**src/rtl/misc_pkg.sv**
```systemverilog
// rtl/misc_pkg.sv - shared fetch-stage constants, state encoding and entry type
package misc_pkg;

  localparam logic [15:0] NOP_INSTR = 16'h0000;
  localparam logic [15:0] PC_STEP   = 16'd2;

  typedef enum logic [1:0] {
    REQ  = 2'd0,
    WAIT = 2'd1,
    DROP = 2'd2
  } fetch_state_t;

  // One buffered fetch: the address it came from and the word returned.
  typedef struct packed {
    logic [15:0] pc;
    logic [15:0] ir;
  } fetch_entry_t;

  // Sequential successor of a PC; wraps 16'hFFFE to 16'h0000, bit0 carried.
  function automatic logic [15:0] pc_next(input logic [15:0] pc);
    return pc + PC_STEP;
  endfunction

endpackage

```
**src/rtl/if_fetch_unit_if.sv**
```systemverilog
// rtl/if_fetch_unit_if.sv - instruction memory request/response bus
interface if_fetch_unit_if;

  logic        IMemReq;
  logic [15:0] IMemAddr;
  logic        IMemReady;
  logic        IMemValid;
  logic [15:0] IMemData;

  // Fetch unit side: issues requests, consumes read data.
  modport master (
    output IMemReq,
    output IMemAddr,
    input  IMemReady,
    input  IMemValid,
    input  IMemData
  );

  // Memory side: accepts requests, returns read data.
  modport slave (
    input  IMemReq,
    input  IMemAddr,
    output IMemReady,
    output IMemValid,
    output IMemData
  );

endinterface

```
**src/rtl/if_fetch_unit_fifo.sv**
```systemverilog
// rtl/if_fetch_unit_fifo.sv - small circular fetch buffer of {pc, ir} entries
module if_fetch_fifo
  import misc_pkg::*;
#(
  parameter int  DEPTH = 2,
  localparam int CNT_W = $clog2(DEPTH + 1),
  localparam int PTR_W = (DEPTH > 1) ? $clog2(DEPTH) : 1
) (
  input  logic             clk,
  input  logic             reset,
  input  logic             push,
  input  fetch_entry_t     push_data,
  input  logic             pop,
  input  logic             flush,
  output fetch_entry_t     head,
  output logic             empty,
  output logic             full,
  output logic [CNT_W-1:0] count
);

  fetch_entry_t     mem_q [DEPTH];
  fetch_entry_t     mem_d [DEPTH];
  logic [PTR_W-1:0] rd_ptr_q, rd_ptr_d;
  logic [PTR_W-1:0] wr_ptr_q, wr_ptr_d;
  logic [CNT_W-1:0] count_q, count_d;
  logic             do_push;
  logic             do_pop;

  function automatic logic [PTR_W-1:0] ptr_inc(input logic [PTR_W-1:0] p);
    return (p == PTR_W'(DEPTH - 1)) ? '0 : p + PTR_W'(1);
  endfunction

  assign empty = (count_q == '0);
  assign full  = (count_q == CNT_W'(DEPTH));
  assign count = count_q;
  assign head  = mem_q[rd_ptr_q];

  // Next-state for storage, pointers and occupancy; flush wins over push/pop.
  always_comb begin
    mem_d    = mem_q;
    rd_ptr_d = rd_ptr_q;
    wr_ptr_d = wr_ptr_q;
    count_d  = count_q;
    do_pop   = pop && !empty;
    // A full buffer still takes a push when the head leaves in the same cycle.
    do_push  = push && (!full || do_pop);
    if (flush) begin
      rd_ptr_d = '0;
      wr_ptr_d = '0;
      count_d  = '0;
    end else begin
      if (do_push) begin
        mem_d[wr_ptr_q] = push_data;
        wr_ptr_d        = ptr_inc(wr_ptr_q);
      end
      if (do_pop) begin
        rd_ptr_d = ptr_inc(rd_ptr_q);
      end
      if (do_push && !do_pop) begin
        count_d = count_q + CNT_W'(1);
      end else if (do_pop && !do_push) begin
        count_d = count_q - CNT_W'(1);
      end
    end
  end

  // Register buffer state; reset empties it and clears stale words.
  always_ff @(posedge clk) begin
    if (reset) begin
      for (int i = 0; i < DEPTH; i++) begin
        mem_q[i] <= '0;
      end
      rd_ptr_q <= '0;
      wr_ptr_q <= '0;
      count_q  <= '0;
    end else begin
      for (int i = 0; i < DEPTH; i++) begin
        mem_q[i] <= mem_d[i];
      end
      rd_ptr_q <= rd_ptr_d;
      wr_ptr_q <= wr_ptr_d;
      count_q  <= count_d;
    end
  end

endmodule

```
**src/rtl/if_fetch_unit.sv**
```systemverilog
// rtl/if_fetch_unit.sv - instruction fetch stage: PC, memory requests, buffer, IF/ID feed
module if_fetch_unit
  import misc_pkg::*;
#(
  parameter logic [15:0] RESET_PC   = 16'h0000,
  parameter int          FIFO_DEPTH = 2
) (
  input  logic                  CLK,
  input  logic                  Reset,
  input  logic                  Stall,
  input  logic                  Redirect,
  input  logic [15:0]           RedirectPC,
  if_fetch_unit_if.master       imem,
  output logic [15:0]           OPC,
  output logic [15:0]           OPCP2,
  output logic [15:0]           OIR,
  output logic                  OValid,
  output logic                  IFIDWrite
);

  localparam int CNT_W = $clog2(FIFO_DEPTH + 1);

  fetch_state_t     state_q, state_d;
  logic [15:0]      pc_q, pc_d;
  logic [15:0]      req_pc_q, req_pc_d;

  logic             accept;
  logic             fifo_push;
  logic             fifo_pop;
  fetch_entry_t     fifo_push_data;
  fetch_entry_t     fifo_head;
  logic             fifo_empty;
  logic             fifo_full;
  logic [CNT_W-1:0] fifo_count;

  // Request only when a returned word is guaranteed a buffer slot; held low
  // while Reset is asserted so the first request follows its release.
  assign imem.IMemReq  = (state_q == REQ) && (fifo_count < CNT_W'(FIFO_DEPTH)) && !Reset;
  assign imem.IMemAddr = pc_q;
  assign accept        = imem.IMemReq && imem.IMemReady;

  assign IFIDWrite = !Stall || Redirect;
  assign OValid    = !fifo_empty;
  assign fifo_pop  = IFIDWrite && OValid && !Redirect;

  // Fetch sequencing: next state, PC advance, response capture and redirect.
  always_comb begin
    state_d        = state_q;
    pc_d           = pc_q;
    req_pc_d       = req_pc_q;
    fifo_push      = 1'b0;
    fifo_push_data = '{pc: req_pc_q, ir: imem.IMemData};
    if (Redirect) begin
      pc_d = RedirectPC;
      // A request still outstanding after this cycle must have its response
      // thrown away. One that completes in the redirect cycle itself is
      // already gone, so waiting for it in DROP would never finish.
      if (state_q == REQ) begin
        state_d = accept ? DROP : REQ;
      end else begin
        state_d = imem.IMemValid ? REQ : DROP;
      end
    end else begin
      case (state_q)
        REQ: begin
          if (accept) begin
            state_d  = WAIT;
            req_pc_d = pc_q;
            pc_d     = pc_next(pc_q);
          end
        end
        WAIT: begin
          if (imem.IMemValid) begin
            fifo_push = !fifo_full || fifo_pop;
            state_d   = REQ;
          end
        end
        DROP: begin
          if (imem.IMemValid) begin
            state_d = REQ;
          end
        end
        default: state_d = REQ;
      endcase
    end
  end

  // Fetch FSM, fetch PC and address of the request in flight.
  always_ff @(posedge CLK) begin
    if (Reset) begin
      state_q  <= REQ;
      pc_q     <= RESET_PC;
      req_pc_q <= '0;
    end else begin
      state_q  <= state_d;
      pc_q     <= pc_d;
      req_pc_q <= req_pc_d;
    end
  end

  // Present the buffer head, or a NOP bubble when empty or squashing.
  always_comb begin
    OPC   = '0;
    OPCP2 = '0;
    OIR   = NOP_INSTR;
    if (!Redirect && !fifo_empty) begin
      OPC   = fifo_head.pc;
      OPCP2 = pc_next(fifo_head.pc);
      OIR   = fifo_head.ir;
    end
  end

  if_fetch_fifo #(
    .DEPTH(FIFO_DEPTH)
  ) u_fifo (
    .clk      (CLK),
    .reset    (Reset),
    .push     (fifo_push),
    .push_data(fifo_push_data),
    .pop      (fifo_pop),
    .flush    (Redirect),
    .head     (fifo_head),
    .empty    (fifo_empty),
    .full     (fifo_full),
    .count    (fifo_count)
  );

endmodule

```
**src/flat_wrapper.sv**
```systemverilog
// flat-port wrapper written by rule: the top's interface ports become plain ports
module if_fetch_unit_flat import misc_pkg::*;
#(
  parameter logic [15:0] RESET_PC   = 16'h0000,
  parameter int          FIFO_DEPTH = 2
)
  (CLK, Reset, Stall, Redirect, RedirectPC, OPC, OPCP2, OIR, OValid, IFIDWrite, imem_IMemReq, imem_IMemAddr, imem_IMemReady, imem_IMemValid, imem_IMemData);
  if_fetch_unit_if imem_i ();
  input  logic CLK;
  input  logic Reset;
  input  logic Stall;
  input  logic Redirect;
  input  logic [15:0] RedirectPC;
  output logic [15:0] OPC;
  output logic [15:0] OPCP2;
  output logic [15:0] OIR;
  output logic OValid;
  output logic IFIDWrite;
  output wire logic [$bits(imem_i.IMemReq)-1:0] imem_IMemReq;
  output wire logic [$bits(imem_i.IMemAddr)-1:0] imem_IMemAddr;
  input wire logic [$bits(imem_i.IMemReady)-1:0] imem_IMemReady;
  input wire logic [$bits(imem_i.IMemValid)-1:0] imem_IMemValid;
  input wire logic [$bits(imem_i.IMemData)-1:0] imem_IMemData;
  assign imem_IMemReq = imem_i.IMemReq;
  assign imem_IMemAddr = imem_i.IMemAddr;
  assign imem_i.IMemReady = imem_IMemReady;
  assign imem_i.IMemValid = imem_IMemValid;
  assign imem_i.IMemData = imem_IMemData;
  if_fetch_unit #(.RESET_PC(RESET_PC), .FIFO_DEPTH(FIFO_DEPTH)) u_core (.CLK(CLK), .Reset(Reset), .Stall(Stall), .Redirect(Redirect), .RedirectPC(RedirectPC), .imem(imem_i), .OPC(OPC), .OPCP2(OPCP2), .OIR(OIR), .OValid(OValid), .IFIDWrite(IFIDWrite));
endmodule
```
**config.mk**
```make
export PLATFORM = sky130hd
export DESIGN_NAME = if_fetch_unit_flat
export DESIGN_NICKNAME = d
export VERILOG_FILES = /design/src/rtl/misc_pkg.sv /design/src/rtl/if_fetch_unit_if.sv /design/src/rtl/if_fetch_unit_fifo.sv /design/src/rtl/if_fetch_unit.sv /design/src/flat_wrapper.sv
export SDC_FILE = /design/constraint.sdc
export NUM_CORES = 1
export LEC_CHECK = 0
export ABC_CLOCK_PERIOD_IN_PS = 3800
export BUFFER_PORTS_ARGS = -buffer_cell sky130_fd_sc_hd__buf_4
export CAP_MARGIN = 20
export CORE_MARGIN = 5
export CORE_UTILIZATION = 35
export DETAILED_ROUTE_END_ITERATION = 8
export SLEW_MARGIN = 20
export SYNTH_ARGS = -nofsm -noshare
export SYNTH_HDL_FRONTEND = slang
export SYNTH_SLANG_ARGS = --single-unit
```
**constraint.sdc**
```tcl
create_clock -name CLK -period 3.8 [get_ports CLK]
set_input_delay 0.76 -clock CLK [delete_from_list [all_inputs] [get_ports CLK]]
set_output_delay 0.76 -clock CLK [all_outputs]
set_load 0.005 [all_outputs]
```
[Word level (Yosys, flattened, before mapping)]
Cells that the tools add are included.
Storage, ports and cells
  bits in registers: 102
  output and inout bits: 67
Operators by class
  add/sub/neg operators: 6
  magnitude comparators: 4
  equal/unequal tests: 5
  muxes and demuxes: 26
  bitwise operators: 3
  reductions and logical operators: 32
Operators with widths (count)
  two-way mux 32 bit: 4
  two-way mux 16 bit: 6
  bitwise mux 64 bit: 1
  adder 16 x 2 -> 16 bit, second input constant: 2
  demux 32 bit (select 1 bit): 1
  two-way mux 2 bit: 8
  logical AND 1 bit: 11
  zero test 1 bit: 7
  AND reduction 2 bit: 3
  nonzero test 2 bit: 3
  two-way mux 1 bit: 5
  == test 2 bit, second input constant: 2
  greater-or-equal comparator 2 bit, second input constant: 2
  zero test 2 bit: 2
  inverter 1 -> 2 bit: 2
  case mux 2 bit (2 select lines): 1
  OR reduction 2 bit: 2
  logical OR 1 bit: 3
  != test 3 x 1 -> 1 bit, second input constant: 1
  != test 3 x 2 -> 1 bit, second input constant: 1
  AND reduction 3 bit: 1
  adder 1 bit, second input constant: 2
  adder 2 x 1 -> 2 bit, second input constant: 1
  == test 2 x 1 -> 1 bit, second input constant: 1
  other kinds (4): 4

[Longest topological paths before layout]
Gate-level depths: netlist (run 1).
  depth after elaboration: 13
  mapped depth: 9
  gate-level depth less buffers: 8

[By module]
Synthesis (run 1) repeated with hierarchy kept, for this count alone.
Second synthesis, totals
  cell total of the unflattened synthesis: 587
  area, all modules: 5590.4 um^2
By module, submodules not included
  if_fetch_fifo: times used 1, cells an instance 306, area each 3258.1 um^2
  if_fetch_unit: times used 1, cells an instance 281, area each 2332.2 um^2

[Worst setup path after synthesis (run 1)]
Ideal clock, no wire load.
  kind: in2out
  start point: input Redirect
  end point: output OPCP2[0]
  arrival: 2.076 ns
  required time: 3.040 ns
  setup slack: 0.964 ns
  cell stages on the path: 6
  buffers on the path: 4
  cell sequence: clkbuf_1 > o21bai_1 > clkbuf_1 > buf_1 > nor2_1 > buf_4
Between the ends
  longest elaborated chain between the ends: 3
Ends and longest elaborated chain
  from (decl): RTL line flat_wrapper.sv:12  | input logic Redirect;
  zero test 1 bit: RTL line if_fetch_unit.sv:106  | if (!Redirect && !fifo_empty) begin
  logical AND 1 bit: RTL line if_fetch_unit.sv:106
  two-way mux 16 bit: RTL line if_fetch_unit.sv:106
  to (decl): RTL line flat_wrapper.sv:15  | output logic [15:0] OPCP2;
No other way between the ends.

[Final worst setup path (run 1)]
  start point: register u_core.u_fifo.rd_ptr_q
  end point: output OPCP2[15]
Between the ends
  longest elaborated chain between the ends: 6
Ends and longest elaborated chain
  from (decl): RTL line if_fetch_unit_fifo.sv:23  | logic [PTR_W-1:0] rd_ptr_q, rd_ptr_d;
  from (signal assigned): RTL line if_fetch_unit_fifo.sv:80  | rd_ptr_q <= rd_ptr_d;
  inverter 1 -> 2 bit (implied by the code): RTL line if_fetch_unit_fifo.sv:36  | assign head = mem_q[rd_ptr_q];
  two-way mux 32 bit (implied by the code) (3 in series): RTL line if_fetch_unit_fifo.sv:36
  adder 16 x 2 -> 16 bit: RTL line misc_pkg.sv:21  | return pc + PC_STEP;
  two-way mux 16 bit: RTL line if_fetch_unit.sv:106
No other way between the ends. The select of a mux whose other input is x is not followed.

==> flow_summary.toml, run 1 <==
[grt]
gr-total-overflow = 0
grt_use_total_pct = 15.94
antenna_found_initial = 0
grt_pass1_wl_um = 21880
grt_pass1_vias = 4322
grt_max_degree = 108

[setup_path]
critPathKind = "flip-flop to output port"
reg2reg_depth = 5
crit_path_max_incr_delay_ps = 510
required_ps = 3040
r2r_start = "u_core.u_fifo.count[1]"
crit_path_max_fanout = 26
crit_chain = "buf_4, mux2i_1, a21o_1, nor4_1, mux2_2, buf_4"
r2r_end = "u_core.u_fifo.count[1]"
cp_slowest_cell = "nor4_1"
setup.worst_path.start_class = "flip-flop"
r2r_slack_ps = 1480
crit_top_cell = "buf_4"
endpoint_kind = "output port"
cp.arrival_ps = 2550

[power]
internal_power_uw = 1625
power_switching_share_pct = 23.15
seq_power_share_pct = 52.7
p_comb_share_pct = 7.4
pwr-share-clk_pct = 39.8
p_per_area_nw_per_um2 = 343.4
irDropWorstVdd_v = 0.0002160
leakagePower_uw = 0.002104
power_switching_uw = 489.3

[sta]
worstMarginPinSlew_ps = 1061
rsz0062_at_grt = "false"
setup_viol = 0
fin_hold_ws_ps = 454.4
fin_skew_ps = 7.115
tns_ps = 0
finalCriticalPeriod_ps = 3310
hold_viol = 0
max_freq_ghz = 0.3021
drv_slew = 0
period_share_pct = 87.11
setup_ws_ps = 490.0
slew_headroom_pct = 29.28

[cells_and_area]
syn_to_final_growth_pct = 23.12
final.fill_count = 1378
nNetsFinal = 728
antenna_cells = 0
regArea_um2 = 2043
stdcell_count = 870
multi_input_area_um2 = 2750
drive_above_1_share_pct = 20.72

[detailed_routing]
via_per_inst = 5.299
via_count = 4610
route.detailed.drc = 0
firstDrtPassIters = 5
routedWlPerCell_um = 15.68
ant_nets = 0
drt-initial-drc-count = 476
wl_um = 13640

[hold_path]
min_to = "u_core.u_fifo.mem_q[4]"
hold_depth = 2
hold_start = "u_core.u_fifo.mem_q[4]"
worst_hold_path_type = "flip-flop to flip-flop"

[floorplanning]
fp.dieH_um = 129.5
die_w_um = 129.5
rows = 43
core_um2 = 13930
dieArea_um2 = 16780
ios = 105
start_util_pct = 35.88

[synthesis]
ys_ff_latch = 102
ys_seq_area_share_pct = 40.84
syn_area_per_cell_um2 = 8.156
ys_types = 50
yosysWarnings = 0
synth_edf_count = 0
synth-async-reset-ratio_pct = 0
synth_flop_cell = "dfxtp_1"
syn-cell-area_um2 = 5000
postSynthCellCount = 613
synth_nets = 656

[placed_design]
gp_congestion = 0.8215
dp_slack_ps = 857.8
dp.cells = 854
hpwl_um = 9352
port_buffers = 104

[cts]
ctsHoldBuffers = 0
ctsRootBufferMaster = "clkbuf_16"
cts_buffer_depth = 2
htreeDepth = 3
ctsResizeCount = 0
cts.reportedPaths.clkPinSlew_ps = 70
cts-buffers-inserted = 9
clk_latency_ps = 340
cts_tree = "built"
postCtsSetupBuffers = 0
cts.sinks = 102

[outcome]
status = "finished, final reports clean"

[run]
drv_cap = 0
==> per-layer routing <==
layer | share of wire, % | global-route usage, %
met1 | 49 | 22.77
met2 | 45 | 24.48
met3 | 5.2 | 3.462
met4 | 1.1 | 4.156
met5 | 0 | 0
==> layout make-up <==
| type | count | area share, % |
|---|---|---|
| Clock buffer | 13 | 4.065 |
| Clock inverter | 3 | 0.3252 |
| Inverter | 7 | 0.4268 |
| Multi-Input combinational cell | 453 | 44.67 |
| Sequential cell | 102 | 33.19 |
| Tap cell | 180 | 3.659 |
| Timing Repair Buffer | 112 | 13.66 |
==> stage by stage <==
stage | area, um2 | power (uW) | util, %
final | 6156 | 2114 | 44.18
after global routing | 6156 | 2202 | 44.18
after CTS | 6156 | 2140 | 44.18
after detailed placement | 5886 | 1296 | 42.24
after global placement | 5886 | 1292 | 42.24
after floorplan | 5000 | 1214 | -
==> cells in the mapped netlist (2+ instances only) <==
cell / number / area (um2)
dfxtp_1: 102 / 2042
nor2_1: 84 / 315.3
nand2_1: 77 / 289.0
mux2i_1: 62 / 620.6
a21oi_1: 55 / 275.3
clkbuf_1: 37 / 138.9
nand3_1: 37 / 185.2
o21ai_0: 16 / 80.08
or3_1: 10 / 62.56
a311oi_1: 9 / 78.83
buf_2: 9 / 45.04
or4_1: 8 / 60.06
inv_1: 7 / 26.28
nand4_1: 7 / 43.79
nor2b_1: 6 / 37.54
or2_2: 6 / 37.54
xor2_1: 6 / 52.55
a211oi_1: 5 / 37.54
ha_1: 5 / 62.56
and2_1: 4 / 25.02
buf_1: 4 / 15.01
mux2_2: 4 / 45.04
nand4b_1: 4 / 35.03
nor3_1: 4 / 20.02
o31ai_1: 4 / 30.03
o41ai_1: 4 / 35.03
xnor2_1: 4 / 35.03
and3_1: 3 / 18.77
and3b_1: 3 / 26.28
nand3b_1: 3 / 22.52
nor3b_1: 3 / 22.52
a21o_1: 2 / 15.01
nor4_1: 2 / 12.51
==> state kept, by name (all words and copies together), names as in the netlist <==
signal,flops
u_core.u_fifo.mem_q,64
u_core.imem.IMemAddr,16
u_core.req_pc_q,16
u_core.state_q,2
u_core.u_fifo.count,2
u_core.u_fifo.rd_ptr_q,1
u_core.u_fifo.wr_ptr_q,1
==> cells by family after synthesis <==
family | count (synthesis) | share of synthesized area [%]
buf+inv | 58 | 4.655
xor+xnor | 10 | 1.752
compound gates | 105 | 12.71
flops | 102 | 40.84
fa+ha+maj | 5 | 1.251
simple gates | 267 | 25.48
mux | 66 | 13.31
==> cell usage in the layout, fill, tap and decap left out, drive strengths merged, types with 2 or more instances in the layout <==
| cell type | Yosys | layout |
|---|---|---|
| or3 | 11 | 11 |
| a21oi | 55 | 55 |
| dfxtp | 102 | 102 |
| and3 | 3 | 3 |
| nor2 | 84 | 84 |
| xnor2 | 4 | 4 |
| nor3b | 3 | 3 |
| nor4 | 3 | 3 |
| clkbuf | 37 | 13 |
| o31ai | 4 | 4 |
| xor2 | 6 | 6 |
| clkinvlp | 0 | 2 |
| mux2 | 4 | 4 |
| o41ai | 4 | 4 |
| o21ai | 16 | 16 |
| nand2 | 77 | 77 |
| or4 | 8 | 8 |
| inv | 7 | 7 |
| buf | 14 | 112 |
| and2 | 4 | 4 |
| mux2i | 62 | 62 |
| nand3b | 3 | 3 |
| nor2b | 6 | 6 |
| nand3 | 37 | 37 |
| nor3 | 4 | 4 |
| a21o | 2 | 2 |
| a311oi | 9 | 9 |
| and3b | 3 | 3 |
| or2 | 6 | 6 |
| nand4 | 8 | 8 |
| a211oi | 5 | 5 |
| nand4b | 4 | 4 |
| ha | 5 | 5 |
==> worst max-delay path: cells and delay by family, from the launching register on <==
kind	cells	cell delay, ps
muxes	2	550
buffers and inverters	2	450
and+or+nand+nor	1	510
AOI/OAI and AO/OA	1	320
DFF	1	370
==> power by group through the flow <==
stage	logic (uW)	clock network [uW]	registers [uW]
final	157	842	1120
after global routing	173	911	1120
after CTS	158	868	1110
after detailed placement	157	0	1140
after global placement	154	0	1140
after floorplan	82.6	0	1130
==> worst max-delay path by stage <==
| stage | start | depth (start not counted) | slack (ps) | endpoint |
|---|---|---|---|---|
| detailed placement | u_core.u_fifo.rd_ptr_q | 6 | 860 | OPCP2[15] |
| global placement | u_core.u_fifo.rd_ptr_q | 6 | 880 | OPCP2[15] |
| CTS | u_core.u_fifo.rd_ptr_q | 6 | 470 | OPCP2[15] |
| finish | u_core.u_fifo.rd_ptr_q | 6 | 490 | OPCP2[15] |
| floorplan | Redirect | 6 | 960 | OPCP2[0] |
| global route | u_core.u_fifo.rd_ptr_q | 6 | 390 | OPCP2[15] |
No activity file was read; power rests on OpenSTA's default activity.
==> inputs of run 2 (changes only) <==
ABC_CLOCK_PERIOD_IN_PS = 3200   (was 3800)
clock period = 3.2 ns   (was 3.8 ns; I/O delays follow)
==> run 2 against run 1 <==
Critical path depth increased by 1. Wire length decreased by 1.3%. Largest cell class unchanged. First-iteration DRC count decreased by 40%. Die area unchanged. Via count decreased by 0.89%. Combinational power increased by 20%. Critical endpoint is now OPCP2[11]. Final cell count increased by 0.46%.
==> flow_summary.toml, run 2 (same netlist as run 1, synthesis figures left out) <==
[cells_and_area]
largest_register = "u_core.u_fifo.mem_q"
layout_commonest_cell = "buf_4"
syn_to_final_growth_pct = 24.72
antenna_cells = 0
regArea_um2 = 2046
largest_reg_flops = 64
stdcell_count = 874
most-common-layout-cells = "116 x buf_4, 101 x dfxtp_1, 84 x nor2_1, 77 x nand2_1, 62 x mux2i_1"
drive_above_1_share_pct = 21.61
utilization_pct = 44.75
multi_input_area_um2 = 2756
nNetsFinal = 732
final.fill_count = 1357

[cts]
cts.reportedPaths.clkPinSlew_ps = 70
ctsRootBufferMaster = "clkbuf_16"
cts-buffers-inserted = 9
cts.sinks = 102
cts_tree = "built"
clk_latency_ps = 340
cts_buffer_depth = 2
htreeDepth = 3

[floorplanning]
core_um2 = 13930
fp.dieH_um = 129.5
rows = 43
start_util_pct = 35.88
ios = 105
die_w_um = 129.5
dieArea_um2 = 16780

[detailed_routing]
wl_um = 13460
route.detailed.drc = 0
drt-initial-drc-count = 284
routedWlPerCell_um = 15.40
via_count = 4569
via_per_inst = 5.228
firstDrtPassIters = 4
ant_nets = 0

[setup_path]
setup.worst_path.start_class = "flip-flop"
critPathKind = "flip-flop to output port"
reg2reg_depth = 5
endpoint_kind = "output port"
crit_path_max_fanout = 17
cp.arrival_ps = 2360
required_ps = 2560

[placed_design]
gp_congestion = 0.8006
dp_slack_ps = 457.7
dp.cells = 858
hpwl_um = 9578
port_buffers = 104

[hold_path]
hold_depth = 2
worst_hold_path_type = "flip-flop to flip-flop"

[sta]
setup_ws_ps = 197.9
hold_viol = 0
period_share_pct = 93.82
setup_viol = 0
worstMarginPinSlew_ps = 952.6
max_freq_ghz = 0.3331
finalCriticalPeriod_ps = 3002
fin_skew_ps = 8.774
tns_ps = 0
slew_headroom_pct = 36.33
rsz0062_at_grt = "false"
drv_slew = 0

[power]
p_per_area_nw_per_um2 = 422.7
finalPower_uw = 2636
leakagePower_uw = 0.002147
irDropWorstVdd_v = 0.0002349

[run]
drv_cap = 0

[grt]
grt_pass1_wl_um = 22490
antenna_found_initial = 0
grt_pass1_vias = 4428
grt_use_total_pct = 16.29
grt_max_degree = 51
gr-total-overflow = 0

[outcome]
status = "finished, final reports clean"
run 2: cell count changes in the layout (fill, tap and decap cells not counted), sizes merged:
cell	change
buf	+4
bufinv	+1
clkbuf	-1
clkinv	+1
clkinvlp	-1
run 2: path summary, 6_finish.rpt:
kind / startpoint / endpoint / slack, ps
worst max-delay path: u_core.u_fifo.rd_ptr_q / OPCP2[11] / 200
worst min-delay path: u_core.u_fifo.mem_q[16] / u_core.u_fifo.mem_q[16] / 460
worst max register to register: u_core.u_fifo.count[1] / u_core.u_fifo.count[1] / 920
worst min register to register: u_core.u_fifo.mem_q[16] / u_core.u_fifo.mem_q[16] / 460
run 2: cell type report:
type                       instances  area share (%)
clock inverter                     4          0.8828
tap                              180           3.612
multi-input combinational        453           44.20
clock buffer                      12           4.113
inverter                           7          0.4213
sequential                       102           32.80
timing repair buffer             116           13.96
run 2: through the flow:
stage	instance area (um2)	hold slack, ps
floorplan	5000	436.0
global placement	5916	441.5
detailed placement	5916	448.2
CTS	6227	458.1
global route	6236	480.2
finish	6236	455.6
run 2: what timing repair did:
item / CTS / global route
endpoints found under the setup margin: 0 / 2
hold buffers: 0 / 0
buffers inserted: 0 / 0
resized for setup: 0 / 2
run 2: worst max-delay path: stages (launching register included):
cell and delay, ps:
dfxtp_4 410, mux2_2 270, ha_1 250, nand2_1 110
buf_4 180, or4_1 460, o21ai_0 200, buf_4 140
run 2: power by group:
group          internal, uW  switching [uW]
logic                  89.7            97.8
clock network           653             472
registers              1290            32.6
run 2: routing by layer:
metal,track usage (%),part of all wire [%]
met5,0,0
met4,4.951,0.98
met3,3.050,5.0
met2,24.97,46
met1,23.31,48
